$ cat src/rtl/ro_scan_pkg.sv
// ro_scan_pkg: shared types and constants for the ring-oscillator scan
// controller.
//   state_t    - controller FSM state encoding
//   SETTLE_MIN - the smallest usable settle length. The synchronizer plus
//                edge detector need three samples of the new RO before the
//                gate opens.
//   cnt_max()  - all-ones value for a counter of a given width
package ro_scan_pkg;

    typedef enum logic [1:0] {
        ST_IDLE   = 2'd0,
        ST_SETTLE = 2'd1,
        ST_GATE   = 2'd2,
        ST_REPORT = 2'd3
    } state_t;

    localparam int SETTLE_MIN = 3;

    function automatic logic [63:0] cnt_max(input int width);
        return (width >= 64) ? {64{1'b1}} : ((64'd1 << width) - 64'd1);
    endfunction

endpackage

$ cat src/rtl/ro_edge_counter.sv
// ro_edge_counter: samples one asynchronous RO output and counts its
// rising edges.
//   clk, rst_n - system clock, async active-low reset
//   clr        - clears the synchronizer, the edge history and the count
//   en         - count detected edges while high
//   async_in   - raw RO output, asynchronous to clk
//   cnt_nxt    - count including this cycle's edge. The controller latches
//                it on the last gate cycle.
// Build option: RO_SCAN_SATURATE_EN makes the count stick at all-ones
// instead of wrapping.
module ro_edge_counter
    import ro_scan_pkg::*;
#(
    parameter int CNT_W = 24
)(
    input  logic             clk,
    input  logic             rst_n,
    input  logic             clr,
    input  logic             en,
    input  logic             async_in,
    output logic [CNT_W-1:0] cnt_nxt
);

    // [0],[1]: two-flop synchronizer; [2]: previous synchronized value
    logic [2:0]       r_sync;
    logic [CNT_W-1:0] r_cnt;
    logic             w_edge;

`ifdef RO_SCAN_SATURATE_EN
    localparam logic [CNT_W-1:0] CNT_MAX = CNT_W'(cnt_max(CNT_W));
`endif

    assign w_edge = r_sync[1] & ~r_sync[2];

    always_comb begin
        cnt_nxt = r_cnt;
        if (en && w_edge) begin
`ifdef RO_SCAN_SATURATE_EN
            if (r_cnt != CNT_MAX) begin
                cnt_nxt = r_cnt + CNT_W'(1);
            end
`else
            cnt_nxt = r_cnt + CNT_W'(1);
`endif
        end
    end

    always_ff @(posedge clk or negedge rst_n) begin
        if (!rst_n) begin
            r_sync <= '0;
            r_cnt  <= '0;
        end else if (clr) begin
            r_sync <= '0;
            r_cnt  <= '0;
        end else begin
            r_sync <= {r_sync[1:0], async_in};
            r_cnt  <= cnt_nxt;
        end
    end

endmodule

$ cat src/rtl/ro_scan_ctrl.sv
// ro_scan_ctrl: scans the RO array one oscillator at a time. Each
// oscillator is enabled and allowed to settle. Its rising edges are then
// counted over a gate window, and the count is offered on a valid/ready
// port.
//   clk, rst_n      - system clock, async active-low reset
//   start, abort    - begin a scan (IDLE only) / terminate a running scan
//   gate_cycles     - gate length, latched on start (0 acts as 1)
//   ro_in, ro_en    - raw RO outputs / one-hot-or-zero RO enables
//   res_valid/ready - result handshake; res_idx, res_count are the payload
//   busy, done      - not idle / one-cycle pulse after the last transfer
// Build option: RO_SCAN_SATURATE_EN (count saturates instead of wrapping).
//
// state     | meaning
// ST_IDLE   | waiting for start, all enables off
// ST_SETTLE | RO[idx] enabled, letting it settle and filling the synchronizer
// ST_GATE   | RO[idx] enabled, counting edges
// ST_REPORT | enables off, result held until accepted
module ro_scan_ctrl
    import ro_scan_pkg::*;
#(
    parameter  int NUM_RO = 20,
    parameter  int GATE_W = 16,
    parameter  int CNT_W  = 24,
    parameter  int SETTLE = 4,
    localparam int IDX_W  = (NUM_RO > 1) ? $clog2(NUM_RO) : 1
)(
    input  logic              clk,
    input  logic              rst_n,
    input  logic              start,
    input  logic              abort,
    input  logic [GATE_W-1:0] gate_cycles,
    input  logic [NUM_RO-1:0] ro_in,
    output logic [NUM_RO-1:0] ro_en,
    output logic              res_valid,
    input  logic              res_ready,
    output logic [IDX_W-1:0]  res_idx,
    output logic [CNT_W-1:0]  res_count,
    output logic              busy,
    output logic              done
);

    localparam logic [GATE_W-1:0] SETTLE_LD = GATE_W'(SETTLE - 1);
    localparam logic [IDX_W-1:0]  LAST_IDX  = IDX_W'(NUM_RO - 1);

    state_t            r_state;
    logic [IDX_W-1:0]  r_idx;
    logic [GATE_W-1:0] r_gate;
    logic [GATE_W-1:0] r_tmr;

    logic              w_ro_sel;
    logic              w_cnt_clr;
    logic              w_cnt_en;
    logic [CNT_W-1:0]  w_cnt_nxt;
    logic [IDX_W-1:0]  w_idx_nxt;

    assign w_ro_sel  = ro_in[r_idx];
    // Clearing during REPORT as well as IDLE means every SETTLE starts with
    // an empty synchronizer, so no edge leaks from the previous RO.
    assign w_cnt_clr = (r_state == ST_IDLE) || (r_state == ST_REPORT);
    assign w_cnt_en  = (r_state == ST_GATE);
    assign w_idx_nxt = r_idx + IDX_W'(1);

    ro_edge_counter #(
        .CNT_W (CNT_W)
    ) u_edge_counter (
        .clk      (clk),
        .rst_n    (rst_n),
        .clr      (w_cnt_clr),
        .en       (w_cnt_en),
        .async_in (w_ro_sel),
        .cnt_nxt  (w_cnt_nxt)
    );

    always_ff @(posedge clk or negedge rst_n) begin
        if (!rst_n) begin
            r_state   <= ST_IDLE;
            r_idx     <= '0;
            r_gate    <= '0;
            r_tmr     <= '0;
            ro_en     <= '0;
            res_valid <= 1'b0;
            res_idx   <= '0;
            res_count <= '0;
            busy      <= 1'b0;
            done      <= 1'b0;
        end else begin
            done <= 1'b0;
            if ((r_state != ST_IDLE) && abort) begin
                r_state   <= ST_IDLE;
                ro_en     <= '0;
                res_valid <= 1'b0;
                busy      <= 1'b0;
            end else begin
                case (r_state)
                    ST_IDLE: begin
                        if (start) begin
                            r_state <= ST_SETTLE;
                            r_gate  <= (gate_cycles == '0) ? GATE_W'(1) : gate_cycles;
                            r_idx   <= '0;
                            r_tmr   <= SETTLE_LD;
                            ro_en   <= NUM_RO'(1);
                            busy    <= 1'b1;
                        end
                    end
                    ST_SETTLE: begin
                        if (r_tmr == '0) begin
                            r_state <= ST_GATE;
                            r_tmr   <= r_gate - GATE_W'(1);
                        end else begin
                            r_tmr <= r_tmr - GATE_W'(1);
                        end
                    end
                    ST_GATE: begin
                        if (r_tmr == '0) begin
                            r_state   <= ST_REPORT;
                            ro_en     <= '0;
                            res_valid <= 1'b1;
                            res_idx   <= r_idx;
                            res_count <= w_cnt_nxt;
                        end else begin
                            r_tmr <= r_tmr - GATE_W'(1);
                        end
                    end
                    ST_REPORT: begin
                        if (res_ready) begin
                            res_valid <= 1'b0;
                            if (r_idx == LAST_IDX) begin
                                r_state <= ST_IDLE;
                                busy    <= 1'b0;
                                done    <= 1'b1;
                            end else begin
                                r_state <= ST_SETTLE;
                                r_idx   <= w_idx_nxt;
                                r_tmr   <= SETTLE_LD;
                                ro_en   <= NUM_RO'(1) << w_idx_nxt;
                            end
                        end
                    end
                    default: r_state <= ST_IDLE;
                endcase
            end
        end
    end

endmodule

$ cat config.mk
export PLATFORM = sky130hd
export DESIGN_NAME = ro_scan_ctrl
export DESIGN_NICKNAME = d
export VERILOG_FILES = /design/src/rtl/ro_scan_pkg.sv /design/src/rtl/ro_edge_counter.sv /design/src/rtl/ro_scan_ctrl.sv
export SDC_FILE = /design/constraint.sdc
export NUM_CORES = 1
export LEC_CHECK = 0
export ABC_AREA = 1
export BUFFER_PORTS_ARGS = -buffer_cell sky130_fd_sc_hd__buf_2
export CAP_MARGIN = 25
export CORE_AREA = 2 2 109 163
export CTS_CLUSTER_DIAMETER = 100
export DETAILED_ROUTE_END_ITERATION = 16
export DIE_AREA = 0 0 111 165
export SYNTH_ARGS = -nofsm -noshare
export SYNTH_HDL_FRONTEND = slang
export SYNTH_SLANG_ARGS = --single-unit
$ cat constraint.sdc
create_clock -name clk -period 2.41 [get_ports clk]
set_input_delay 0.1205 -clock clk [delete_from_list [all_inputs] [get_ports clk]]
set_output_delay 0.1205 -clock clk [all_outputs]
set_load 0.01 [all_outputs]
# Word-level counts from Yosys, hierarchy flattened
# Cells that the tools add are included.
# totals
ramBits,0
register_bits,118
output_inout_bits,52
mem_count,0
elab_cells,96
rom_bits,0
latch_bits,0
# op_classes
bitwise_logic,3
shift,1
reduce_logical,19
muxes,42
div,0
eq_ne,14
mul,0
n_lt_le_gt_ge,1
addsub,4
# ops
operator,n
$mux 20,5
$mux 16,6
$pmux 16 s4,1
$pmux 20 s3,1
$mux 24,2
$logic_not 16->1,2
$sub 16x1->16 const B,2
$add 24x1->24 const B,1
$shl 1x5->20 const A,1
$mux 5,3
$reduce_and 5->1,3
$mux 1,13
$mux 2,5
$pmux 5 s2,1
$ne 3x3->1 const B,3
$reduce_and 3->1,3
$ne 2x2->1 const B,4
$pmux 2 s4,1
$reduce_and 4->1,2
$lt 5x6->1 const B,1
$ne 3x2->1 const B,2
$reduce_bool 3->1,2
$add 5x1->5 const B,1
$bmux 1 s5,1
other kinds (13),18

# Depth between registers and ports, before layout
# Gate-level depths: netlist of run 1.
# logic_depth
ltp_word,6
ltp_mapped,13

# By module
# From an unflattened synthesis of run 1, not the netlist that was laid out.
# hier_totals
cells_unflattened,849
area_unflattened_um2,6872.8
# modules_own_cells
mod,area_each_um2,n_inst,cells_each
ro_scan_ctrl,5272.6,1,624
ro_edge_counter,1600.3,1,225

# Least setup slack after synthesis of run 1
# Ideal clock, no wire load.
# synth_path
path_type,flip-flop to flip-flop
start,register r_state[0]
end,register res_count[10]
path_buffers,0
stages_incl_launch_ff,11
arrival_time_ps,1661
setup_ps,122
required_ps,2288
path_slack_ps,627
cell_sequence,dfrtp_1 inv_1 ha_1 nand2_1 nor2_4 nand2_2 nor2_4 nand2_2 nor2_1 xor2_1 o21ai_1
# synth_between
elab_chain_len,4
# synth_lines
element,line,source
start: declaration,ro_scan_ctrl.sv:45,state_t r_state;
start signal: assignment,ro_scan_ctrl.sv:76,r_state <= ST_IDLE;
start signal: assignment,ro_scan_ctrl.sv:89,r_state <= ST_IDLE;
start signal: assignment,ro_scan_ctrl.sv:97,r_state <= ST_SETTLE;
$reduce_bool 2->1,ro_scan_ctrl.sv:88,if ((r_state != ST_IDLE) && abort) begin
$logic_and 1x1->1,ro_scan_ctrl.sv:88,
$not 1->1 (no line),-,
$reduce_and 3->1 (no line),-,
end signal: assignment,ro_scan_ctrl.sv:119,res_count <= w_cnt_nxt;
end: declaration,ro_scan_ctrl.sv:37,"output logic [CNT_W-1:0] res_count,"
# Several ways; a longest one is shown, not always the timed one.
# A chain may end at the register's enable or synchronous reset.

# Final worst setup path of run 1
# layout_path
start,register r_state[0]
end,register u_edge_counter.r_cnt[15]
# layout_between
elab_chain_len,4
# layout_lines
element,line,source
$eq 2x2->1,ro_scan_ctrl.sv:60,assign w_cnt_en = (r_state == ST_GATE);
$logic_and 1x1->1,ro_edge_counter.sv:37,if (en && w_edge) begin
$mux 24,ro_edge_counter.sv:37,
$mux 24 *,ro_edge_counter.sv:52,end else if (clr) begin
end signal: assignment,ro_edge_counter.sv:57,r_cnt <= cnt_nxt;
end: declaration,ro_edge_counter.sv:26,logic [CNT_W-1:0] r_cnt;
# Mark *: on every way between the ends. The rest lies on a longest branch, timed or not.

==> metrics.md, run 1 <==
| Metric | Value |
|---|---|
| Status | `finished clean` |
| Tot GR Track Use | `approximately a fifth` |
| Initial DRC count | `260` |
| Synth top area cells | `dfrtp_1, nand2_1, nand3_1, nor2_1, inv_1` |
| CP peak stage delay | `about 0.43 ns` |
| Post CTS Setup Buffer Count | `0` |
| Final min period | `about 2.1 ns` |
| I/O pins | `between 90 and 100` |
| Post-route cell area | `~0.008 sq mm` |
| Leak Pwr | `4.081 nW` |
| Skew final | `between 0.01 and 0.015 ns` |
| Post-synthesis sequential area ratio | `between 40 and 50%` |
| Grt ovf | `0` |
| Crit path cell chain | `inv_1 > ha_2 > nand2_1 > nor2_4 > nand4_1 > nor2_2 > nand3_1 > xnor2_1 > and2_1` |
| GP Congestion | `approximately 0.90` |
| Total Neg Setup Slack | `0 ns` |
| # rows | `just under 60` |
| Area occupied by registers | `0.002953 sq mm` |
| Fillers | `approximately 1700` |
| Post-DP Area | `approximately 0.0073 sq mm` |
| CTS max path bufs | `2` |
| Inserted Clock Buffers | `17` |
| Post-synthesis cell count | `about 900` |
| Peak VDD IR | `around 0.66 mV` |
| Synth Net Count | `between 900 and 1000` |
| Total Nets Final | `1053` |
| RSZ-0062 raised after global routing | `false` |
| HP Class | `in -> reg` |
| Arrival time worst endpoint | `2.42 ns` |
| Cell taking the most area after synthesis | `dfrtp_1` |
| Die Ht | `between 150 and 200 um` |
| Synth cell types | `38` |
| Final hold viol count | `0` |
| Vias in the first global route | `around 6000` |
| Die Wd | `~110 um` |
| Share of layout cells above drive strength 1 | `17.41%` |
| Synthesized area | `0.006646 sq mm` |
| CP Capture Type | `register` |
| Fin. max-slew vios | `0` |
| Relative slew slack | `approximately half` |
| Dpl cells | `around 1200` |
| Setup violators final | `0` |
| Setup CP Type | `reg -> reg` |
| DRC viols | `0` |
| Core area | `roughly 0.017 sq mm` |
| Root Buffer | `clkbuf_16` |
| Initial antenna violation count | `0` |
| Synth warnings | `0` |
| Worst slew pin tran | `0.7461 ns` |
| Final wirelength | `16520 um` |
| Slowest-stage cell, CP | `dfrtp_1` |
| Multi-input gate area | `~0.0033 sq mm` |
| Post-detail-place hpwl | `12010 um` |
| Worst-path clk slew | `0.06 ns` |
| Top cell type's share of synthesized area | `approximately 44%` |
| Avg WL per Cell | `roughly 14 um` |
| Post-DRT Antenna Nets | `0` |
| Syn Area/Cell | `approximately 7.5 sq um` |
| Total power divided by cell area | `1144 mW/mm^2` |
| Area Overhead vs Synth | `21.80%` |
| F_max | `0.4731 GHz` |
| Largest net degree at the start of global routing | `49` |
| H-tree depth | `4` |
| Die footprint | `0.01832 sq mm` |
| Post-route insts no fill | `1221` |
| Flops & latches, synth | `about 120` |
| CTS tree | `built` |
| Antenna diode count | `0` |
| Num Clock Sinks | `between 100 and 150` |
| Clk_lat worst skew | `between 0.4 and 0.5 ns` |
| Tcrit/Tclk final | `just under 90%` |
| DR pass1 iterations | `5` |
| Crit-path max FO | `8` |
| Max-cap viol count | `0` |
| Post-Route Utilization | `between 40% and 50%` |
| CP Launch Type | `register` |
| Required time worst endpoint | `about 2.7 ns` |
| Initial Util | `about two fifths` |
| Via/cell ratio | `4.874` |
| Vias post-DR | `between 5000 and 6000` |
| Port bufs | `between 90 and 100` |
| First-pass GRT wire length | `27900 um` |
-- worst max-delay path: cells and delay by family (launching register included) --
kind                     cells  cell delay [ns]
XOR/XNOR                     1             0.17
adder cells (fa/ha/maj)      1             0.29
AND/OR/NAND/NOR              6             0.95
buffers and inverters        1             0.16
flip-flops                   1             0.43
-- cells in the mapped netlist --
| master | count |
|---|---|
| nand3b_2 | 1 |
| o22ai_1 | 4 |
| buf_1 | 1 |
| nor2_1 | 100 |
| xnor2_1 | 8 |
| and3_1 | 1 |
| xor2_2 | 1 |
| nand3_4 | 1 |
| dfrtp_1 | 118 |
| o21ai_1 | 37 |
| nor2_2 | 12 |
| xor2_1 | 23 |
| buf_2 | 9 |
| nand2_1 | 293 |
| nor4_1 | 4 |
| buf_4 | 4 |
| nor3_1 | 10 |
| and2_1 | 2 |
| nand3b_1 | 2 |
| o21ai_0 | 28 |
| buf_6 | 3 |
| ha_1 | 14 |
| nor2_8 | 1 |
| o221ai_1 | 1 |
| nand4_1 | 10 |
| o211ai_1 | 1 |
| nor3_4 | 2 |
| inv_1 | 69 |
| a21oi_1 | 9 |
| clkbuf_1 | 7 |
| mux2_2 | 6 |
| a22oi_1 | 1 |
| inv_2 | 4 |
| nor2_4 | 5 |
| nand3_1 | 82 |
| nor3_2 | 2 |
| nand2_2 | 5 |
| mux2i_1 | 1 |
-- report_power, final --
part | switching [mW] | total [mW] | leakage, nW | internal (mW)
registers | 0.423 | 2.89 | 1.56 | 2.47
logic | 2.56 | 3.93 | 2.25 | 1.37
clock network | 0.960 | 2.44 | 0.270 | 1.48
-- metal layers --
metal	GRT usage (%)	share of wire, %
met4	9.261	3.3
met1	21.53	42
met2	34.66	52
met3	3.339	2.6
met5	0	0
-- cell type report --
cell class / instances / area share, %
Multi-Input combinational cell: 667 / 40.56
Clock buffer: 20 / 5.641
Inverter: 73 / 3.385
Tap cell: 210 / 3.246
Sequential cell: 118 / 36.48
Timing Repair Buffer: 121 / 9.243
Clock inverter: 12 / 1.453
-- sequential cells by signal, indices dropped and copies added, names as in the netlist --
name and count:
busy 1, done 1, r_gate 16, r_idx 5, r_state 2, r_tmr 16, res_count 24, res_idx 5
res_valid 1, ro_en 20, u_edge_counter.r_cnt 24, u_edge_counter.r_sync 3
-- final timing paths --
path / slack (ns) / from / to / cells after the start
worst max-delay path: 0.30 / r_state[0]$_DFFE_PN0P_ / u_edge_counter.r_cnt[15]$_DFF_PN0_ / 9
worst min-delay path: 0.03 / gate_cycles[0] / r_gate[0]$_DFFE_PN0P_ / 4
worst max register to register: 0.30 / r_state[0]$_DFFE_PN0P_ / u_edge_counter.r_cnt[15]$_DFF_PN0_ / 9
worst min register to register: 0.44 / u_edge_counter.r_sync[0]$_DFF_PN0_ / u_edge_counter.r_sync[1]$_DFF_PN0_ / 2
max in group asynchronous: 1.26 / rst_n / r_gate[12]$_DFFE_PN0P_ / 3
min in group asynchronous: 0.26 / rst_n / res_count[8]$_DFFE_PN0P_ / 2
-- cell families (layout without fill, tap and decap cells) --
logic type | count (synthesis) | after routing | share of synthesized area [%]
buffers and inverters | 97 | 226 | 6.212
adder cells (fa/ha/maj) | 14 | 14 | 2.636
XOR/XNOR | 32 | 32 | 4.330
multiplexers | 7 | 7 | 1.167
flip-flops | 118 | 118 | 44.43
AND/OR/NAND/NOR | 533 | 533 | 34.92
AO/OA/AOI/OAI | 81 | 81 | 6.306
-- stage by stage --
| stage | hold slack, ns | worst slack, ns | power [mW] |
|---|---|---|---|
| floorplan | -0.1751 | 0.6268 | 5.688 |
| global placement | 0.1835 | 0.2672 | 6.810 |
| detailed placement | 0.1773 | 0.2177 | 6.848 |
| CTS | 0.02349 | 0.1975 | 9.365 |
| global route | 0.03401 | 0.05605 | 10.02 |
| finish | 0.02927 | 0.2963 | 9.263 |
-- timing repair --
item                                   CTS  global route
setup endpoints to repair                0             7
endpoints found under the hold margin   59             0
gates resized for setup                  0             1
hold buffers                            17             0
-- cell usage in the layout (no fill, tap or decap), types with 4 or more instances in the layout --
master	count
nand2_1	293
dfrtp_1	118
nor2_1	100
buf_2	91
nand3_1	82
inv_1	69
o21ai_1	37
o21ai_0	28
xor2_1	23
clkbuf_16	17
dlygate4sd3_1	17
ha_1	13
nor2_2	12
buf_4	11
nor3_1	10
nand4_1	10
a21oi_1	9
xnor2_1	8
mux2_2	6
nand2_2	5
nor2_4	5
inv_2	4
o22ai_1	4
nor4_1	4
inv_6	4
clkinvlp_4	4
No activity file was read; power rests on OpenSTA's default activity.
==> run 2, diff against run 1 <==
- PLACE_DENSITY_LB_ADDON: default -> 0.3
- RECOVER_POWER: default -> 50
==> run 2 against run 1 <==
  * Power increased by 2.0%
  * Utilization decreased by 0.19 points
  * First-iteration DRC count increased by 13%
  * Global-route usage increased by 0.11 points
  * Largest power group unchanged
  * Highest routed layer unchanged
==> metrics.md, run 2 (synthesis results as in run 1) <==
| Metric | Value |
|---|---|
| CP dominant cell by count | `nor2_4` |
| Multi-input gate area | `approximately 0.0033 sq mm` |
| CP peak stage delay | `0.43 ns` |
| Via/cell ratio | `a little under 5` |
| Total Nets Final | `about 1100` |
| Final min period | `~2.1 ns` |
| Tot GR Track Use | `a little under a fifth` |
| Arrival time worst endpoint | `around 2.4 ns` |
| Clock power frac | `between 20 and 30%` |
| Fillers | `1690` |
| Setup violators final | `0` |
| Avg WL per Cell | `13.49 um` |
| Num Clock Sinks | `around 120` |
| Combinational share of power | `40.5%` |
| I/O pins | `between 90 and 100` |
| DR pass1 iterations | `5` |
| Root Buffer | `clkbuf_16` |
| GP Congestion | `between 0.8 and 0.9` |
| Initial Util | `approximately two fifths` |
| Worst-path clk slew | `~0.06 ns` |
| Met1 usage | `between 20% and 30%` |
| Post-DRT Antenna Nets | `0` |
| Flop pwr share | `between 30% and 40%` |
| Slowest-stage cell, CP | `dfrtp_1` |
| Leak Pwr | `between 3 and 4 nW` |
| F_max | `approximately 0.48 GHz` |
| Final wirelength | `16440 um` |
| Most common cell after layout, fill and taps aside | `nand2_1` |
| Grt ovf | `0` |
| First-pass GRT wire length | `about 28000 um` |
| Crit path cell chain | `inv_1 > ha_2 > nand2_1 > nor2_4 > nand2_2 > nor2_4 > nand3_4 > nor2_4 > nor2_1 > nor2_1 > o21ai_1` |
| Share of layout cells above drive strength 1 | `a little under an eighth` |
| CTS max path bufs | `2` |
| Final hold viol count | `0` |
| Total power divided by cell area | `around 1200 mW/mm^2` |
| CTS tree | `built` |
| Delay-heaviest family, CP | `simple AND/OR/NAND/NOR gates` |
| CP Buf/Inv Count | `1` |
| Setup CP Type | `reg -> reg` |
| Crit-path max FO | `8` |
| Final hold slack | `roughly 0.037 ns` |
| Most frequent cells in the layout | `nand2_1, dfrtp_1, nor2_1, nand3_1, inv_1` |
| Die Ht | `roughly 170 um` |
| Net Sw Frac | `41.17%` |
| Tcrit/Tclk final | `a little under 90%` |
| CP Launch Type | `register` |
| Area occupied by registers | `0.002953 sq mm` |
| Inserted Clock Buffers | `17` |
| Post-detail-place hpwl | `roughly 12000 um` |
| Core area | `roughly 0.017 sq mm` |
| Initial antenna violation count | `0` |
| Vias in the first global route | `a little under 6000` |
| # rows | `58` |
| Gr busiest metal | `met2` |
| Required time worst endpoint | `roughly 2.7 ns` |
| Max-cap viol count | `0` |
| Status | `finished clean` |
| CP Capture Type | `register` |
| Relative slew slack | `approximately 22%` |
| Worst slew pin tran | `between 1 and 1.5 ns` |
| HP Class | `in -> reg` |
| H-tree depth | `4` |
| DRC viols | `0` |
| Total Neg Setup Slack | `0 ns` |
| Clk_lat worst skew | `0.42 ns` |
| Power Internal | `5.557 mW` |
| Largest regs | `res_count (24), u_edge_counter.r_cnt (24), ro_en (20)` |
| Initial DRC count | `slightly below 300` |
| Die footprint | `~0.018 sq mm` |
| Vias post-DR | `between 5000 and 6000` |
| Port bufs | `92` |
| GR Util met3 | `slightly above 4%` |
| Largest net degree at the start of global routing | `49` |
| Peak VDD IR | `approximately 0.8 mV` |
| NetSw | `3.889 mW` |
| Antenna diode count | `0` |
| Die Wd | `between 100 and 150 um` |
| GR Layer Usage met2 | `around 34%` |
| Fin. max-slew vios | `0` |
| Area Overhead vs Synth | `21.31%` |
| RSZ-0062 raised after global routing | `false` |
| Skew final | `around 0.0076 ns` |
-- run 2: cell count changes in the layout (fill, tap and decap cells not counted), moves of 3 or more --
cell / delta
clkinvlp_4: -3
bufinv_16: +3
buf_2: -52
clkbuf_1: +52
buf_4: -4
-- run 2: tightest hold or removal path, cell delays in order --
cell and delay (ns):
buf_2 0.16, nand3_1 0.10, nand2_1 0.04
-- run 2: worst paths after layout --
check                                                          end                               start  depth (start not counted)  slack [ns]
worst max-delay path                     res_count[16]$_DFFE_PN0P_              r_state[0]$_DFFE_PN0P_                         11        0.32
worst min-delay path                        r_gate[11]$_DFFE_PN0P_                               start                          3        0.04
worst max register to register           res_count[16]$_DFFE_PN0P_              r_state[0]$_DFFE_PN0P_                         11        0.32
worst min register to register  u_edge_counter.r_sync[1]$_DFF_PN0_  u_edge_counter.r_sync[0]$_DFF_PN0_                          2        0.45
max in group asynchronous                     r_tmr[5]$_DFFE_PN0P_                               rst_n                          3        0.60
min in group asynchronous                    ro_en[14]$_DFFE_PN0P_                               rst_n                          2        0.46
-- run 2: layout make-up --
| type | instances | share of cell area, % |
|---|---|---|
| Inverter | 73 | 3.399 |
| Multi-Input combinational cell | 667 | 40.72 |
| Tap cell | 210 | 3.259 |
| Sequential cell | 118 | 36.62 |
| Clock inverter | 11 | 2.142 |
| Clock buffer | 20 | 5.664 |
| Timing Repair Buffer | 120 | 8.194 |
-- run 2: through the flow --
stage	setup WS (ns)	util, %	std cells	area, sq um	power (mW)
floorplan	0.6268	-	882	6646	5.688
global route	0.02447	48.10	1219	8063	10.22
global placement	0.3046	43.75	1170	7333	6.773
CTS	0.2276	48.57	1219	8143	9.591
detailed placement	0.2373	43.75	1170	7333	6.792
finish	0.3208	48.10	1219	8063	9.446
-- run 2: power groups by stage --
stage          registers [mW]  clock network, mW  logic, mW
6_report                 2.89               2.73       3.82
4_1_cts                  2.89               2.78       3.92
3_3_place_gp             2.90                  0       3.87
3_5_place_dp             2.92                  0       3.87
5_1_grt                  2.96               2.85       4.41
2_1_floorplan            2.93                  0       2.76
-- run 2: layer usage --
metal	vias up	routed length [um]
li1	3046	-
met1	2794	6862
met2	117	8590
met3	32	573
met4	0	415
met5	-	0
-- run 2: timing repair --
action                     in CTS  in global routing
hold endpoints to repair       61                  0
resized for setup               0                  1
hold buffers                   18                  0
setup endpoints to repair       0                  4
setup buffers                   0                  0
